===== config.mk =====
export PLATFORM = sky130hd
export DESIGN_NAME = microcode_sequencer
export DESIGN_NICKNAME = d
export VERILOG_FILES = /design/src/rtl/microcode_sequencer_pkg.sv /design/src/rtl/microcode_sequencer_bootstrap_loader.sv /design/src/rtl/microcode_sequencer.sv
export SDC_FILE = /design/constraint.sdc
export NUM_CORES = 1
export LEC_CHECK = 0
export ABC_AREA = 1
export BUFFER_PORTS_ARGS = -buffer_cell sky130_fd_sc_hd__buf_2
export CAP_MARGIN = 30
export CELL_PAD_IN_SITES_DETAIL_PLACEMENT = 0
export CELL_PAD_IN_SITES_GLOBAL_PLACEMENT = 1
export CORE_MARGIN = 2
export CORE_UTILIZATION = 19
export DETAILED_ROUTE_END_ITERATION = 12
export GPL_ROUTABILITY_DRIVEN = 0
export PLACE_DENSITY_LB_ADDON = 0.1
export SYNTH_ARGS = -nofsm -noshare
export SYNTH_HDL_FRONTEND = slang
export SYNTH_SLANG_ARGS = --single-unit
export TNS_END_PERCENT = 100

===== constraint.sdc =====
create_clock -name CLK -period 4.3 [get_ports CLK]
set_input_delay 0.215 -clock CLK [delete_from_list [all_inputs] [get_ports CLK]]
set_output_delay 0.215 -clock CLK [all_outputs]
set_load 0.03 [all_outputs]

===== src/rtl/microcode_sequencer_pkg.sv =====
// Shared constants for the microcode sequencer: microcode word field positions, opcode
// sources, counter limits and the sequencer state encoding.
package common;

  localparam int unsigned CTRL_DATA_LSB  = 0;
  localparam int unsigned CTRL_DATA_MSB  = 5;
  localparam int unsigned OUT_PLANE_LSB  = 8;
  localparam int unsigned OUT_PLANE_MSB  = 11;
  localparam int unsigned IN_PLANE_LSB   = 12;
  localparam int unsigned IN_PLANE_MSB   = 14;
  localparam int unsigned MISC_BIT       = 15;
  localparam int unsigned OPCODE_SEL_BIT = 22;

  localparam logic [2:0] IN_OPCODE = 3'd6;
  localparam logic [5:0] OP_RESET  = 6'd0;

  localparam logic OPCODE_SEL_OPWORD = 1'b0;
  localparam logic OPCODE_SEL_BUS    = 1'b1;

  localparam logic [4:0]  COUNT_MAX      = 5'd31;
  localparam logic [11:0] BOOT_LAST_ADDR = 12'd4095;

  typedef enum logic [1:0] {
    LOAD  = 2'd0,
    WRITE = 2'd1,
    RUN   = 2'd2
  } seq_state_t;

endpackage


===== src/rtl/microcode_sequencer_bootstrap_loader.sv =====
// Streams bytes from a valid/ready handshake into the microcode store, one write
// pulse per byte, and reports done once address 4095 has been written.
module bootstrap_loader
  import common::*;
(
  input  logic        clk,
  input  logic        rst_n,
  input  logic        boot_valid,
  input  logic [7:0]  boot_data,
  output logic        boot_ready,
  output logic [11:0] addr,
  output logic [7:0]  data,
  output logic        n_we,
  output logic        done
);

  seq_state_t  state_q, state_d;
  logic [11:0] addr_q, addr_d;
  logic [7:0]  data_q, data_d;

  always_ff @(posedge clk or negedge rst_n) begin
    if (!rst_n) begin
      state_q <= LOAD;
      addr_q  <= '0;
      data_q  <= '0;
    end else begin
      state_q <= state_d;
      addr_q  <= addr_d;
      data_q  <= data_d;
    end
  end

  always_comb begin
    state_d = state_q;
    addr_d  = addr_q;
    data_d  = data_q;
    unique case (state_q)
      LOAD: begin
        if (boot_valid) begin
          data_d  = boot_data;
          state_d = WRITE;
        end
      end
      WRITE: begin
        if (addr_q == BOOT_LAST_ADDR) begin
          state_d = RUN;
        end else begin
          addr_d  = addr_q + 12'd1;
          state_d = LOAD;
        end
      end
      RUN:     state_d = RUN;
      default: state_d = LOAD;
    endcase
  end

  assign boot_ready = (state_q == LOAD);
  assign n_we       = (state_q != WRITE);
  assign done       = (state_q == RUN);
  assign addr       = addr_q;
  assign data       = data_q;

endmodule


===== src/rtl/microcode_sequencer.sv =====
// Microcode address sequencer: UADDR = {opcode, count}. Define BOOTSTRAP_EN to include
// the microcode-store bootstrap loader ahead of RUN; otherwise it starts in RUN.
module microcode_sequencer
  import common::*;
(
  input  logic        CLK,
  input  logic        N_RST,
  input  logic [31:0] UCODE,
  input  logic [31:0] BUS,
  input  logic [5:0]  OPWORD_OPCODE,
  input  logic        STALL,
  output logic [10:0] UADDR,
  output logic        FAULT,
  input  logic        BOOT_VALID,
  input  logic [7:0]  BOOT_DATA,
  output logic        BOOT_READY,
  output logic        N_BOOTED,
  output logic [11:0] BOOTSTRAP_ADDR,
  output logic [7:0]  BOOTSTRAP_DATA,
  output logic        BOOTSTRAP_N_WE
);

  logic       run;
  logic [5:0] opcode_q;
  logic [4:0] count_q;
  logic       fault_q;

  logic       misc;
  logic       opcode_sel;
  logic [2:0] in_plane;

  assign misc       = UCODE[MISC_BIT];
  assign opcode_sel = UCODE[OPCODE_SEL_BIT];
  assign in_plane   = UCODE[IN_PLANE_MSB:IN_PLANE_LSB];

`ifdef BOOTSTRAP_EN
  logic boot_done;

  bootstrap_loader u_loader (
    .clk        (CLK),
    .rst_n      (N_RST),
    .boot_valid (BOOT_VALID),
    .boot_data  (BOOT_DATA),
    .boot_ready (BOOT_READY),
    .addr       (BOOTSTRAP_ADDR),
    .data       (BOOTSTRAP_DATA),
    .n_we       (BOOTSTRAP_N_WE),
    .done       (boot_done)
  );

  assign run      = boot_done;
  assign N_BOOTED = ~boot_done;
`else
  logic unused_boot;

  assign run            = 1'b1;
  assign N_BOOTED       = 1'b0;
  assign BOOT_READY     = 1'b0;
  assign BOOTSTRAP_ADDR = '0;
  assign BOOTSTRAP_DATA = '0;
  assign BOOTSTRAP_N_WE = 1'b1;
  assign unused_boot    = ^{BOOT_VALID, BOOT_DATA};
`endif

  // Fields of the microcode word and bus that this block does not consume.
  logic unused_fields;
  assign unused_fields = ^{UCODE[CTRL_DATA_MSB:CTRL_DATA_LSB], UCODE[7:6],
                           UCODE[OUT_PLANE_MSB:OUT_PLANE_LSB], UCODE[21:16],
                           UCODE[31:23], BUS[31:6]};

  always_ff @(posedge CLK or negedge N_RST) begin
    if (!N_RST) begin
      opcode_q <= OP_RESET;
      count_q  <= '0;
      fault_q  <= 1'b0;
    end else if (run && !STALL) begin
      if (misc) begin
        count_q <= '0;
        if (in_plane == IN_OPCODE)
          opcode_q <= (opcode_sel == OPCODE_SEL_BUS) ? BUS[5:0] : OPWORD_OPCODE;
      end else if (count_q == COUNT_MAX) begin
        // Saturate rather than wrap into the next opcode's microcode.
        fault_q <= 1'b1;
      end else begin
        count_q <= count_q + 5'd1;
      end
    end
  end

  assign UADDR = {opcode_q, count_q};
  assign FAULT = fault_q;

endmodule

==> metrics.md, run 1 <==
| Metric | Value |
|---|---|
| Initial core utilization | `0.1945` |
| GR Overflow Total | `0` |
| Average size of a mapped cell | `about 7.8 µm²` |
| Cell variety after synth | `19` |
| Clk_skew | `about 0.0021 ns` |
| Post-synthesis compound-gate area fraction | `0.1267` |
| Reg2reg start | `count_q[0]` |
| DRC violations left | `0` |
| CTS tree | `done` |
| Main combinational cell family by area after synthesis | `buffers and inverters` |
| Final ANT Viol Nets | `0` |
| Final Hold Fails | `0` |
| Area delta synth->final | `19.46%` |
| Flops & latches, synth | `12` |
| Hold Crit Class | `primary input to register` |
| CP startpoint | `count_q[0]` |
| Met2 WL | `a little under 800 µm` |
| CP max FO | `7` |
| PortBufs | `31` |
| Width of the die | `between 70 and 80 µm` |
| Simple-gate share of the synthesized area | `0.1674` |
| Placed Instances | `between 150 and 200` |
| First-pass DRT Iterations | `3` |
| Minimum clock period | `about 1.6 ns` |
| H-tree depth | `1` |
| First-pass GRT wire length | `around 2.7 mm` |
| PwrDens | `366.7 mW/mm²` |
| Adder-Cell Fraction of Synth Area | `0.03017` |
| DP HPWL | `1.379 mm` |
| Die span in y | `approximately 70 µm` |
| Seq/Total Area, Yosys | `0.3620` |
| RSZ-0062 raised after global routing | `false` |
| Leakage | `roughly 0.57 nW` |
| YS warnings | `0` |
| Cell Area, Synth | `approximately 830 µm²` |
| Max frequency | `around 0.62 GHz` |
| Status | `finished clean` |
| Root Buffer | `clkbuf_8` |
| Met3 WL | `about 140 µm` |
| Post-synthesis mux area share | `0` |
| XOR/XNOR share of the synthesized area | `0` |
| Crit path kind | `register to register` |
| CP Launch Type | `register` |
| Clock tree buffer depth | `2` |
| Highest routed layer | `met4` |
| Vias/cell | `between 3 and 4` |
| IO Count | `~120` |
| Routed wire length | `approximately 1.7 mm` |
| Sum Neg Setup Slack | `0 ns` |
| Arrival time worst endpoint | `roughly 1.7 ns` |
| Final period util | `0.3751` |
| Fin. max-slew vios | `0` |
| Fin nets | `approximately 220` |
| Total Die Area | `0.004911 mm²` |
| Hold WS | `0.2907 ns` |
| CTS Sinks | `12` |
| Core footprint | `approximately 0.0043 mm²` |
| Most frequent cells in the layout | `buf_2, conb_1, nand2_1` |
| Initial antenna violation count | `0` |
| Num CTS Buffers | `3` |
| WP data required | `roughly 4.4 ns` |
| Max-cap viol count | `0` |
| HP Start | `UCODE[15]` |
| M1 wire length | `692 µm` |
| Commonest non-fill, non-tap cell in the layout | `buf_2` |
| DR WL/cell | `8.705 µm` |
| DRC marker count from the first detailed-route iteration | `34` |
| Pin count of the biggest net entering global routing | `13` |
| Gate count after technology mapping | `between 100 and 150` |
| ANT cells | `0` |
| Critical path endpoint category | `register` |
| Largest vdd supply drop | `just over 0.07 mV` |
| Share of layout cells above drive strength 1 | `0.2971` |
| Vias in the first global route | `a little over 600` |
| Vias | `~650` |
| Row count | `24` |
| Clock Pin Slew Worst Setup and Hold Paths | `approximately 0.050 ns` |
| Clock Latency Late Sink | `0.24 ns` |
| GRT Util Overall | `0.07076` |
| Setup Viol. Count Final | `0` |
| Non-filler cells in the finished layout | `190` |
==> worst paths after layout <==
path,cells after the start,endpoint,slack (ns)
max,8,count_q[0],2.69
min,4,count_q[3],0.29
max reg2reg,8,count_q[0],2.69
min reg2reg,1,FAULT,0.47
max in group asynchronous,2,opcode_q[3],3.70
min in group asynchronous,2,count_q[2],0.39
==> final cells by class <==
class | instances | area [µm²]
Inverter | 17 | 63.81
Multi-Input combinational cell | 74 | 355.3
Timing Repair Buffer | 32 | 165.2
Clock buffer | 3 | 41.29
Tap cell | 52 | 65.06
Sequential cell | 12 | 300.3
Fill cell | 486 | 3273
==> layer usage <==
metal / global-route usage / up-vias
met5: 0 / -
met4: 0.03205 / 0
met3: 0.03463 / 4
met2: 0.1153 / 29
met1: 0.07733 / 274
li1: - / 342
==> logic make-up after synthesis <==
family | after synthesis
AOI/OAI and AO/OA | 18
adders and majority gates | 2
buffers and inverters | 42
DFF | 12
other | 2
and+or+nand+nor | 31
==> synthesized netlist by cell type (all sizes together) <==
library cell / instances / area (µm²)
a31o: 1 / 8.760
a21oi: 2 / 21.27
ha: 2 / 25.02
conb: 2 / 7.510
nand2: 22 / 85.09
inv: 17 / 63.81
buf: 25 / 188.9
nor2: 3 / 11.26
o21ai: 15 / 75.07
nand3: 4 / 20.02
or2: 1 / 6.260
dfrtp: 12 / 300.3
nor3: 1 / 16.27
==> state kept, by name, indices dropped and copies added, names as in the netlist <==
register	count
FAULT	1
count_q	5
opcode_q	6
==> per-stage QoR <==
step                      power, mW  setup WS [ns]  area (µm²)    util
after floorplan              0.2449          2.668       908.4       -
after global placement       0.2646          2.684       939.7  0.2204
after detailed placement     0.2654          2.688       939.7  0.2204
after CTS                    0.3710          2.678       991.0  0.2324
after global routing         0.3899          2.550       991.0  0.2324
final                        0.3634          2.687       991.0  0.2324
==> repair_timing <==
item / in CTS / in global routing
gates resized for setup: 0 / 0
buffers inserted: 0 / 0
endpoints found under the setup margin: 0 / 0
hold buffers: 1 / 0
endpoints found under the hold margin: 12 / 0
==> critical path: stages (launching register included) <==
cell and delay, ns:
dfrtp_1 0.41, ha_1 0.22, nand2_1 0.08, nor2_1 0.05, ha_1 0.22, a21oi_4 0.25
inv_1 0.13, nand2_1 0.07, o21ai_0 0.06
==> power breakdown <==
part | switching [mW] | leakage [nW] | internal, mW | total, mW
Clock | 0.0392 | 0.0216 | 0.0616 | 0.101
Combinational | 0.0910 | 0.392 | 0.0307 | 0.122
Sequential | 0.0106 | 0.154 | 0.130 | 0.141
Total | 0.141 | 0.568 | 0.223 | 0.363
Note: power is estimated with default switching activity, not from simulation.
==> run 2, diff against run 1 <==
CORE_UTILIZATION = 16   (was 19)
clock period = 1.4 ns   (was 4.3 ns; I/O delays follow)
==> run 2 against run 1 <==
Against the previous run:
- the flow now finishes with violations (setup timing)
- design area rose by 9.6%
- first-iteration DRC count fell by 53%
- die area rose by 18%
- power rose to 3.4 times the previous value
- worst hold slack got worse by 0.14 ns
- sequential power rose to 3.1 times the previous value
- register-to-register slack got worse by 2.7 ns
- setup slack got worse by 2.7 ns
- global-route usage fell by 1.3 points
- clock-buffer cell count rose by 1
- sequential share of layout area fell by 2.4 points
==> metrics.md, run 2 (synthesized netlist as in run 1, its figures left out) <==
| Metric | Value |
|---|---|
| Status | `finished, violations left` |
| Failing checks | `setup timing` |
| Grt met2 use | `0.09464 (-0.02070)` |
| WP data required | `1.56 ns (-2.86 ns)` |
| Initial antenna violation count | `0 (unchanged)` |
| Final instance area | `0.001086 mm² (+9.6%)` |
| Die span in y | `76.01 µm (+8.5%)` |
| Vias in the first global route | `621 (+0.32%)` |
| First-pass DRT Iterations | `4 (+1)` |
| CP peak stage delay | `0.42 ns (about the same)` |
| H-tree depth | `1 (unchanged)` |
| Setup ws final | `-0.02594 ns (-2.713 ns)` |
| Crit path cell chain | `ha_4, nand2_2, nor2_1, ha_2, a21oi_4, buf_4, nand3_2, o21ai_2` |
| Setup Viol. Count Final | `1 (+1)` |
| Slowest CP cell | `dfrtp_2` |
| Width of the die | `76.01 µm (+8.5%)` |
| Commonest non-fill, non-tap cell in the layout | `buf_2` |
| Final Hold Fails | `0 (unchanged)` |
| CTS tree | `done` |
| RSZ-0062 raised after global routing | `true` |
| PwrDens | `1122 mW/mm² (+210%)` |
| Initial core utilization | `0.1645 (-0.03003)` |
| Minimum clock period | `1.426 ns (-0.1868 ns)` |
| DRC marker count from the first detailed-route iteration | `16 (-53%)` |
| CP startpoint | `count_q[1]` |
| Critical path endpoint category | `register` |
| GR Overflow Total | `0 (unchanged)` |
| CP Launch Type | `register` |
| Root Buffer | `clkbuf_8` |
| Fillers | `575 (+18%)` |
| Leakage | `0.5908 nW (+4.1%)` |
| Reg2reg start | `count_q[1]` |
| Final core occ | `0.2154 (-0.01701)` |
| GRT Max-Usage Layer | `met2` |
| Area delta synth->final | `30.92%` |
| HP Start | `UCODE[15]` |
| Pin count of the biggest net entering global routing | `13 (unchanged)` |
| Vias/cell | `3.070 (-10%)` |
| DRC violations left | `0 (unchanged)` |
| Storage cell area | `302.8 µm² (+0.83%)` |
| Clk_skew | `0.001066 ns (-0.001067 ns)` |
| Vias | `654 (+0.77%)` |
| Total Die Area | `0.005777 mm² (+18%)` |
| Met3 usage in global routing | `0.02488 (-0.009751)` |
| Share of layout cells above drive strength 1 | `0.3776 (+0.08052)` |
| DR WL/cell | `8.127 µm (-6.6%)` |
| Crit path kind | `register to register` |
| Post-DP Area | `997.2 µm² (+6.1%)` |
| Most frequent cells in the layout | `buf_2, conb_1, nand2_1` |
| Clock Latency Late Sink | `0.24 ns (about the same)` |
| Max-cap viol count | `0 (unchanged)` |
| Max frequency | `0.7013 GHz (+13%)` |
| Clock tree buffer depth | `2 (unchanged)` |
| Sum Neg Setup Slack | `-0.02594 ns (-0.02594 ns)` |
| Arrival time worst endpoint | `1.59 ns (-0.14 ns)` |
| Grt met1 use | `0.06907 (-0.008266)` |
| Final period util | `1.019 (+0.6435)` |
| Fin nets | `228 (+1.8%)` |
| PortBufs | `31 (unchanged)` |
| Final ANT Viol Nets | `0 (unchanged)` |
| Worst Path Buf+Inv | `1 (unchanged)` |
| Routed wire length | `1.731 mm (+4.7%)` |
| Row count | `26 (+8.3%)` |
| Max FFs per register | `6 (unchanged)` |
| DP HPWL | `1.490 mm (+8.0%)` |
| Top cell family by delay on the critical path | `flip-flops` |
| Placed Instances | `206 (+11%)` |
| Clock Pin Slew Worst Setup and Hold Paths | `0.06 ns (about the same)` |
| Hold WS | `0.1461 ns (-0.1445 ns)` |
| Hold Crit Class | `primary input to register` |
| Largest vdd supply drop | `0.2242 mV (+210%)` |
| GRT Util Overall | `0.05772 (-0.01305)` |
| IO Count | `117 (unchanged)` |
| Register with the most flip-flops | `opcode_q` |
| Fin. max-slew vios | `0 (unchanged)` |
| CP max FO | `6 (-1)` |
| CTS Sinks | `12 (unchanged)` |
| First-pass GRT wire length | `2.677 mm (-1.3%)` |
| Non-filler cells in the finished layout | `213 (+12%)` |
| Multi-input logic area | `381.6 µm² (+7.4%)` |
| Core footprint | `0.005042 mm² (+18%)` |
| ANT cells | `0 (unchanged)` |
| Num CTS Buffers | `3 (unchanged)` |
run 2: cell count changes in the layout (fill, tap and decap cells not counted), moves of 2 or more:
cell / before / now
buf_4: 0 / 4
dfrtp_1: 12 / 10
dfrtp_2: 0 / 2
ha_1: 2 / 0
o21ai_0: 12 / 10
run 2: routing by layer:
| metal | up-vias | part of all wire |
|---|---|---|
| li1 | 354 | - |
| met1 | 268 | 0.43 |
| met2 | 30 | 0.46 |
| met3 | 2 | 0.096 |
| met4 | 0 | 0.0035 |
| met5 | - | 0 |
run 2: metrics by stage:
stage	setup WS [ns]	total power, mW
CTS	-0.02047	1.231
floorplan	-0.02159	0.7617
global placement	-0.01019	0.8357
finish	-0.02594	1.218
detailed placement	-0.01571	0.8398
global route	-0.07958	1.299
run 2: final cells by class:
cell class	instances	share of cell area
inverters	17	0.05876
well taps	70	0.08065
flip-flops and latches	12	0.2788
repair buffers	36	0.1797
clock buffers	4	0.05069
multi-input cells	74	0.3514
run 2: report_power, final:
| part | internal [mW] | switching [mW] |
|---|---|---|
| Combinational | 0.113 | 0.289 |
| Clock | 0.248 | 0.130 |
| Sequential | 0.402 | 0.0360 |
run 2: what timing repair did:
action                                  CTS  global route
gates cloned                              0             0
buffers inserted                          1             1
endpoints found under the setup margin    4             5
pin swaps                                 1             1
endpoints found under the hold margin    12             0
hold buffers                              1             0
resized for setup                         0             3
run 2: final timing paths:
kind                         endpoint  slack (ns)  cells after the start
max                        count_q[1]       -0.03                      8
min                        count_q[3]        0.15                      4
max reg2reg                count_q[1]       -0.03                      8
min reg2reg                     FAULT        0.47                      1
max in group asynchronous  count_q[0]        0.92                      2
min in group asynchronous  count_q[4]        0.24                      2
run 2: tightest hold or removal path, cell delays in order:
cell and delay, ns:
buf_2 0.10, nand2_2 0.07, nand2_1 0.07, nor2_1 0.03
